**config.mk**
```make
export PLATFORM = sky130hd
export DESIGN_NAME = tx_axis_arbiter
export DESIGN_NICKNAME = d
export VERILOG_FILES = /design/src/rtl/tx_axis_arbiter.sv
export SDC_FILE = /design/constraint.sdc
export NUM_CORES = 1
export LEC_CHECK = 0
export ABC_AREA = 1
export BUFFER_PORTS_ARGS = -buffer_cell sky130_fd_sc_hd__buf_2
export CORE_ASPECT_RATIO = 1.75
export CORE_MARGIN = 2
export CORE_UTILIZATION = 40
export CTS_CLUSTER_DIAMETER = 200
export DETAILED_ROUTE_END_ITERATION = 10
export PLACE_DENSITY = 0.77
export SLEW_MARGIN = 25
export SYNTH_ARGS = -nofsm -noshare
export SYNTH_HDL_FRONTEND = slang
export SYNTH_SLANG_ARGS = --single-unit
```
**constraint.sdc**
```tcl
create_clock -name tx_clk -period 1.4 [get_ports tx_clk]
set_input_delay 0.28 -clock tx_clk [delete_from_list [all_inputs] [get_ports tx_clk]]
set_output_delay 0.28 -clock tx_clk [all_outputs]
set_load 0.005 [all_outputs]
```
**src/rtl/tx_axis_arbiter.sv**
```systemverilog
// Frame-granular round-robin arbiter in front of the 10G TX MAC: one source per frame,
// oversized frames are cut at MAX_FRAME_WORDS beats and the remainder drained.
module tx_axis_arbiter #(
    parameter int NUM_PORTS       = 4,
    parameter int AXIS_DATA_WIDTH = 32,
    parameter int AXIS_DATA_BYTES = AXIS_DATA_WIDTH/8,
    parameter int MAX_FRAME_WORDS = 380,
    parameter int GRANT_WIDTH     = $clog2(NUM_PORTS)
) (
    input  logic                                 tx_clk,
    input  logic                                 tx_rst,
    input  logic [NUM_PORTS*AXIS_DATA_WIDTH-1:0] in_slave_tx_tdata,
    input  logic [NUM_PORTS*AXIS_DATA_BYTES-1:0] in_slave_tx_tkeep,
    input  logic [NUM_PORTS-1:0]                 in_slave_tx_tvalid,
    input  logic [NUM_PORTS-1:0]                 in_slave_tx_tlast,
    output logic [NUM_PORTS-1:0]                 out_slave_tx_tready,
    output logic [AXIS_DATA_WIDTH-1:0]           out_master_tx_tdata,
    output logic [AXIS_DATA_BYTES-1:0]           out_master_tx_tkeep,
    output logic                                 out_master_tx_tvalid,
    output logic                                 out_master_tx_tlast,
    input  logic                                 in_master_tx_tready,
    output logic [GRANT_WIDTH-1:0]               out_grant,
    output logic                                 out_busy,
    output logic                                 out_frame_trunc
);
    localparam int CNT_W = ($clog2(MAX_FRAME_WORDS+1) > 9) ? $clog2(MAX_FRAME_WORDS+1) : 9;
    localparam logic [CNT_W-1:0]       MAX_CNT   = CNT_W'(MAX_FRAME_WORDS);
    localparam logic [CNT_W-1:0]       LAST_CNT  = CNT_W'(MAX_FRAME_WORDS-1);
    localparam logic [GRANT_WIDTH-1:0] LAST_PORT = GRANT_WIDTH'(NUM_PORTS-1);
    localparam logic [GRANT_WIDTH:0]   NP_W      = (GRANT_WIDTH+1)'(NUM_PORTS);

    typedef enum logic [1:0] {S_IDLE, S_PASS, S_DRAIN} state_t;

    state_t                     r_state, w_state_nxt;
    logic [GRANT_WIDTH-1:0]     r_rr_ptr, r_grant, w_pick, w_grant_inc;
    logic [GRANT_WIDTH:0]       w_idx;
    logic                       w_pick_vld;
    logic [CNT_W-1:0]           r_word_cnt;
    logic                       r_tvalid, r_tlast, r_trunc;
    logic [AXIS_DATA_WIDTH-1:0] r_tdata;
    logic [AXIS_DATA_BYTES-1:0] r_tkeep;
    logic                       w_out_free, w_sel_vld, w_sel_last, w_rdy_sel;
    logic                       w_accept, w_load, w_trunc_now, w_advance;

    logic [AXIS_DATA_WIDTH-1:0] w_port_data [NUM_PORTS];
    logic [AXIS_DATA_BYTES-1:0] w_port_keep [NUM_PORTS];

    for (genvar p = 0; p < NUM_PORTS; p++) begin : g_unpack
        assign w_port_data[p] = in_slave_tx_tdata[p*AXIS_DATA_WIDTH +: AXIS_DATA_WIDTH];
        assign w_port_keep[p] = in_slave_tx_tkeep[p*AXIS_DATA_BYTES +: AXIS_DATA_BYTES];
    end

    // Scan from the far end back toward rr_ptr so the closest requester wins.
    always_comb begin
        w_pick     = r_rr_ptr;
        w_pick_vld = 1'b0;
        w_idx      = '0;
        for (int i = NUM_PORTS-1; i >= 0; i--) begin
            w_idx = {1'b0, r_rr_ptr} + (GRANT_WIDTH+1)'(i);
            if (w_idx >= NP_W) w_idx = w_idx - NP_W;
            if (in_slave_tx_tvalid[w_idx[GRANT_WIDTH-1:0]]) begin
                w_pick     = w_idx[GRANT_WIDTH-1:0];
                w_pick_vld = 1'b1;
            end
        end
    end

    assign w_grant_inc = (r_grant == LAST_PORT) ? '0 : r_grant + 1'b1;
    assign w_out_free  = !r_tvalid || in_master_tx_tready;
    assign w_sel_vld   = in_slave_tx_tvalid[r_grant];
    assign w_sel_last  = in_slave_tx_tlast[r_grant];
    assign w_accept    = w_rdy_sel && w_sel_vld;

    always_comb begin
        w_state_nxt = r_state;
        w_rdy_sel   = 1'b0;
        w_load      = 1'b0;
        w_trunc_now = 1'b0;
        w_advance   = 1'b0;
        case (r_state)
            S_IDLE: if (w_pick_vld) w_state_nxt = S_PASS;
            S_PASS: begin
                w_rdy_sel = w_out_free;
                if (w_out_free && w_sel_vld) begin
                    w_load = 1'b1;
                    if (w_sel_last) begin
                        w_state_nxt = S_IDLE;
                        w_advance   = 1'b1;
                    end else if (r_word_cnt == LAST_CNT) begin
                        w_trunc_now = 1'b1;
                        w_state_nxt = S_DRAIN;
                    end
                end
            end
            S_DRAIN: begin
                w_rdy_sel = 1'b1;
                if (w_sel_vld && w_sel_last) begin
                    w_state_nxt = S_IDLE;
                    w_advance   = 1'b1;
                end
            end
            default: w_state_nxt = S_IDLE;
        endcase
    end

    always_ff @(posedge tx_clk) begin
        if (tx_rst) begin
            r_state    <= S_IDLE;
            r_rr_ptr   <= '0;
            r_grant    <= '0;
            r_word_cnt <= '0;
            r_tvalid   <= 1'b0;
            r_tlast    <= 1'b0;
            r_tdata    <= '0;
            r_tkeep    <= '0;
            r_trunc    <= 1'b0;
        end else begin
            r_state <= w_state_nxt;
            if (r_state == S_IDLE && w_pick_vld) begin
                r_grant    <= w_pick;
                r_word_cnt <= '0;
            end else if (w_accept && r_word_cnt != MAX_CNT) begin
                r_word_cnt <= r_word_cnt + 1'b1;
            end
            if (w_advance) r_rr_ptr <= w_grant_inc;
            if (w_load) begin
                r_tvalid <= 1'b1;
                r_tdata  <= w_port_data[r_grant];
                r_tkeep  <= w_port_keep[r_grant];
                r_tlast  <= w_sel_last || w_trunc_now;
            end else if (in_master_tx_tready) begin
                r_tvalid <= 1'b0;
            end
            r_trunc <= w_trunc_now;
        end
    end

    assign out_slave_tx_tready  = w_rdy_sel ? ({{(NUM_PORTS-1){1'b0}}, 1'b1} << r_grant) : '0;
    assign out_master_tx_tdata  = r_tdata;
    assign out_master_tx_tkeep  = r_tkeep;
    assign out_master_tx_tvalid = r_tvalid;
    assign out_master_tx_tlast  = r_tlast;
    assign out_grant            = r_grant;
    assign out_busy             = (r_state != S_IDLE);
    assign out_frame_trunc      = r_trunc;

endmodule

```
==> out/qor.yml <==
gp_congestion: 0.9098
start_util: 0.4103
clockBufferDepth: 2
period_needed_ns: 1.667
synth_top_area_frac: 0.3058
r2r_end: "r_word_cnt[2]"
drtAntennaViolNets: 0
reg2reg_depth: 11
wl_per_cell_microns: 15.91
via_per_inst: 5.388
fin_area_sq_um: 6028
antenna_found_initial: 0
synth_nets: 741
crit_path_end: "out_slave_tx_tready[3]"
routed_wl_microns: 14750
hold_viol_final: 0
multi_input_area_sq_um: 2719
drive_above_1_share: 0.5074
die_x_microns: 75.06
rsz0062_at_grt: "true"
top_usage_layer: "met2"
port_buffers: 200
slew_headroom: 0.7955
use_met2: 0.4964
hold_class: "primary input to register"
synth_cells: 577
min_path_cells: 2
tightest_slew_ns: 0.3035
clkSinkCount: 54
grt_util_met1: 0.3286
finalMaxSlewViolations: 0
met3_usage: 0.03994
n_antenna_cell: 0
pwr_density_cell_nw_per_um2: 1747
vias: 4995
synth_area_leader_cell: "dfxtp_1"
overflow: 0
synth_area_sq_um: 3535
clkTransAtPathRegs_ns: 0.07
numCtsBuffers: 5
htree_levels: 2
r2r_slack_ns: -0.14
core_sq_um: 8615
power.leakage_nw: 2.860
die_height_microns: 128.4
root_buffer: "clkbuf_16"
ys_types: 26
rows: 45
synthTopCellsByArea: "dfxtp_1 (31%), nor2_1 (17%), o21ai_0 (14%)"
nets: 974
avgSynthCellArea_sq_um: 6.126
track_usage: 0.2822
status: "finished with violations"
ys_seq_area_frac: 0.3058
ir_drop_uv: 947.0
fillerInstances: 678
fmax_ghz: 0.6001
cp_max_fo: 5
critPathRequiredTime_ns: 1.12
grt_pass1_wl_microns: 21330
setup_viol: 52
area.sequential_sq_um: 1104
drc: 0
clock_skew_ns: 0.005875
grt_max_degree: 56
critPathKind: "register to output pin"
cp-startpoint: "r_state[1]"
maxCapViolCount: 0
synth-seq-cells: 54
hpwl_microns: 9596
cp-start-kind: "register"
ios: 201
grt_pass1_vias: 4694
p_total_mw: 10.53
setup_ws_ns: -0.2665
worstSetupEndpointType: "output pin"
pre_cts_slack_ns: -0.1289
crit_arrival_ns: 1.39
clock_latency_ns: 0.29
drt_iter0_drc: 213
placed_cell_area_sq_um: 4843
fin_crit_sh: 1.190
ys_warn_count: 0
r2r_start: "r_state[1]"
cts_tree: "built"
dr.pass1.iters: 8
failed_checks: "setup timing"
syn2layout_area_growth_pct: 70.55
die_area_sq_um: 9634
==> cells by family after synthesis <==
| logic type | Yosys count | synth area share |
|---|---|---|
| adder cells (fa/ha/maj) | 9 | 0.03186 |
| AND/OR/NAND/NOR | 269 | 0.3055 |
| flip-flops | 54 | 0.3058 |
| AO/OA/AOI/OAI | 170 | 0.2559 |
| XOR/XNOR | 5 | 0.01239 |
| buffers and inverters | 70 | 0.08850 |
==> cells in the final DEF (no fill, tap or decap), drive strengths merged <==
cell type  netlist  final
buf             18    261
nor2           160    160
o21ai          115    115
nand2           86     87
dfxtp           54     54
o22ai           36     36
inv             31     32
nand3           18     18
a21oi           17     17
ha               9      9
clkbuf          21      7
xnor2            3      3
nand4            2      2
nor3             2      2
xor2             2      2
a31oi            1      1
nor4             1      1
a211oi           1      1
clkinv           0      1
bufbuf           0      1
==> through the flow <==
stage | instances | hold slack [ns] | setup TNS [ns] | utilization
after CTS | 917 | 0.2802 | -5.670 | 0.6388
after global routing | 927 | 0.3307 | -9.244 | 0.6998
after global placement | 891 | 0.4497 | -0.9918 | 0.5622
after detailed placement | 891 | 0.4593 | -2.334 | 0.5622
after floorplan | 577 | 0.4598 | -0.07210 | -
final | 927 | 0.3304 | -5.848 | 0.6998
==> power breakdown <==
part | total [mW] | internal [mW] | leakage (nW) | switching [mW]
Combinational | 6.89 | 3.16 | 2.34 | 3.73
Sequential | 2.40 | 2.00 | 0.445 | 0.402
Clock | 1.24 | 0.658 | 0.0701 | 0.583
Total | 10.5 | 5.82 | 2.86 | 4.71
==> registers in the layout (all words and copies together) (netlist names) <==
name,count
out_master_tx_tdata,32
r_word_cnt,9
out_master_tx_tkeep,4
out_grant,2
r_rr_ptr,2
r_state,2
out_frame_trunc,1
out_master_tx_tlast,1
out_master_tx_tvalid,1
==> how the worst min path moves through the flow <==
stage,to,slack (ns),from
after detailed placement,out_master_tx_tdata[0],0.46,out_master_tx_tdata[0]
final,out_master_tx_tdata[0],0.33,tx_rst
after global placement,out_master_tx_tdata[0],0.45,out_master_tx_tdata[0]
after global routing,out_master_tx_tdata[0],0.33,tx_rst
after CTS,out_master_tx_tkeep[2],0.28,tx_rst
after floorplan,out_master_tx_tdata[0],0.46,out_master_tx_tdata[0]
==> repair_timing <==
action                     CTS  global route
gates resized for setup    107           122
cloned                       5             2
setup endpoints to repair   55            58
hold buffers                 0             0
pin swaps                   49            37
buffers inserted            15            12
==> layout make-up <==
class | instances | share of cell area
multi-input combinational | 454 | 0.4510
timing repair buffer | 264 | 0.2951
sequential | 54 | 0.1831
tap | 117 | 0.02428
inverter | 31 | 0.02345
clock buffer | 5 | 0.02076
clock inverter | 2 | 0.002283
==> synth_stat cells <==
cell,n
nor2_1,158
o21ai_0,102
nand2_1,81
dfxtp_1,54
o22ai_1,36
inv_1,27
clkbuf_1,21
a21oi_1,17
nand3_1,15
o21ai_1,13
buf_2,10
ha_1,9
buf_4,6
nand2_2,5
inv_2,4
nand3_2,3
xnor2_1,3
buf_6,2
nand4_1,2
nor3_1,2
xor2_1,2
a211oi_2,1
a31oi_1,1
nor2_2,1
nor2_4,1
nor4_1,1
==> critical path: stages, from the launching register on <==
cell and delay, ns:
dfxtp_4 0.38, inv_4 0.05, ha_4 0.26, nand2_4 0.05, buf_6 0.13, nor2_4 0.10, buf_2 0.12
==> layer usage <==
metal	vias up	share of wire
met4	0	0.046
met3	53	0.058
li1	2385	-
met5	-	0
met1	2316	0.37
met2	241	0.52
(Power assumes the default switching activity.)
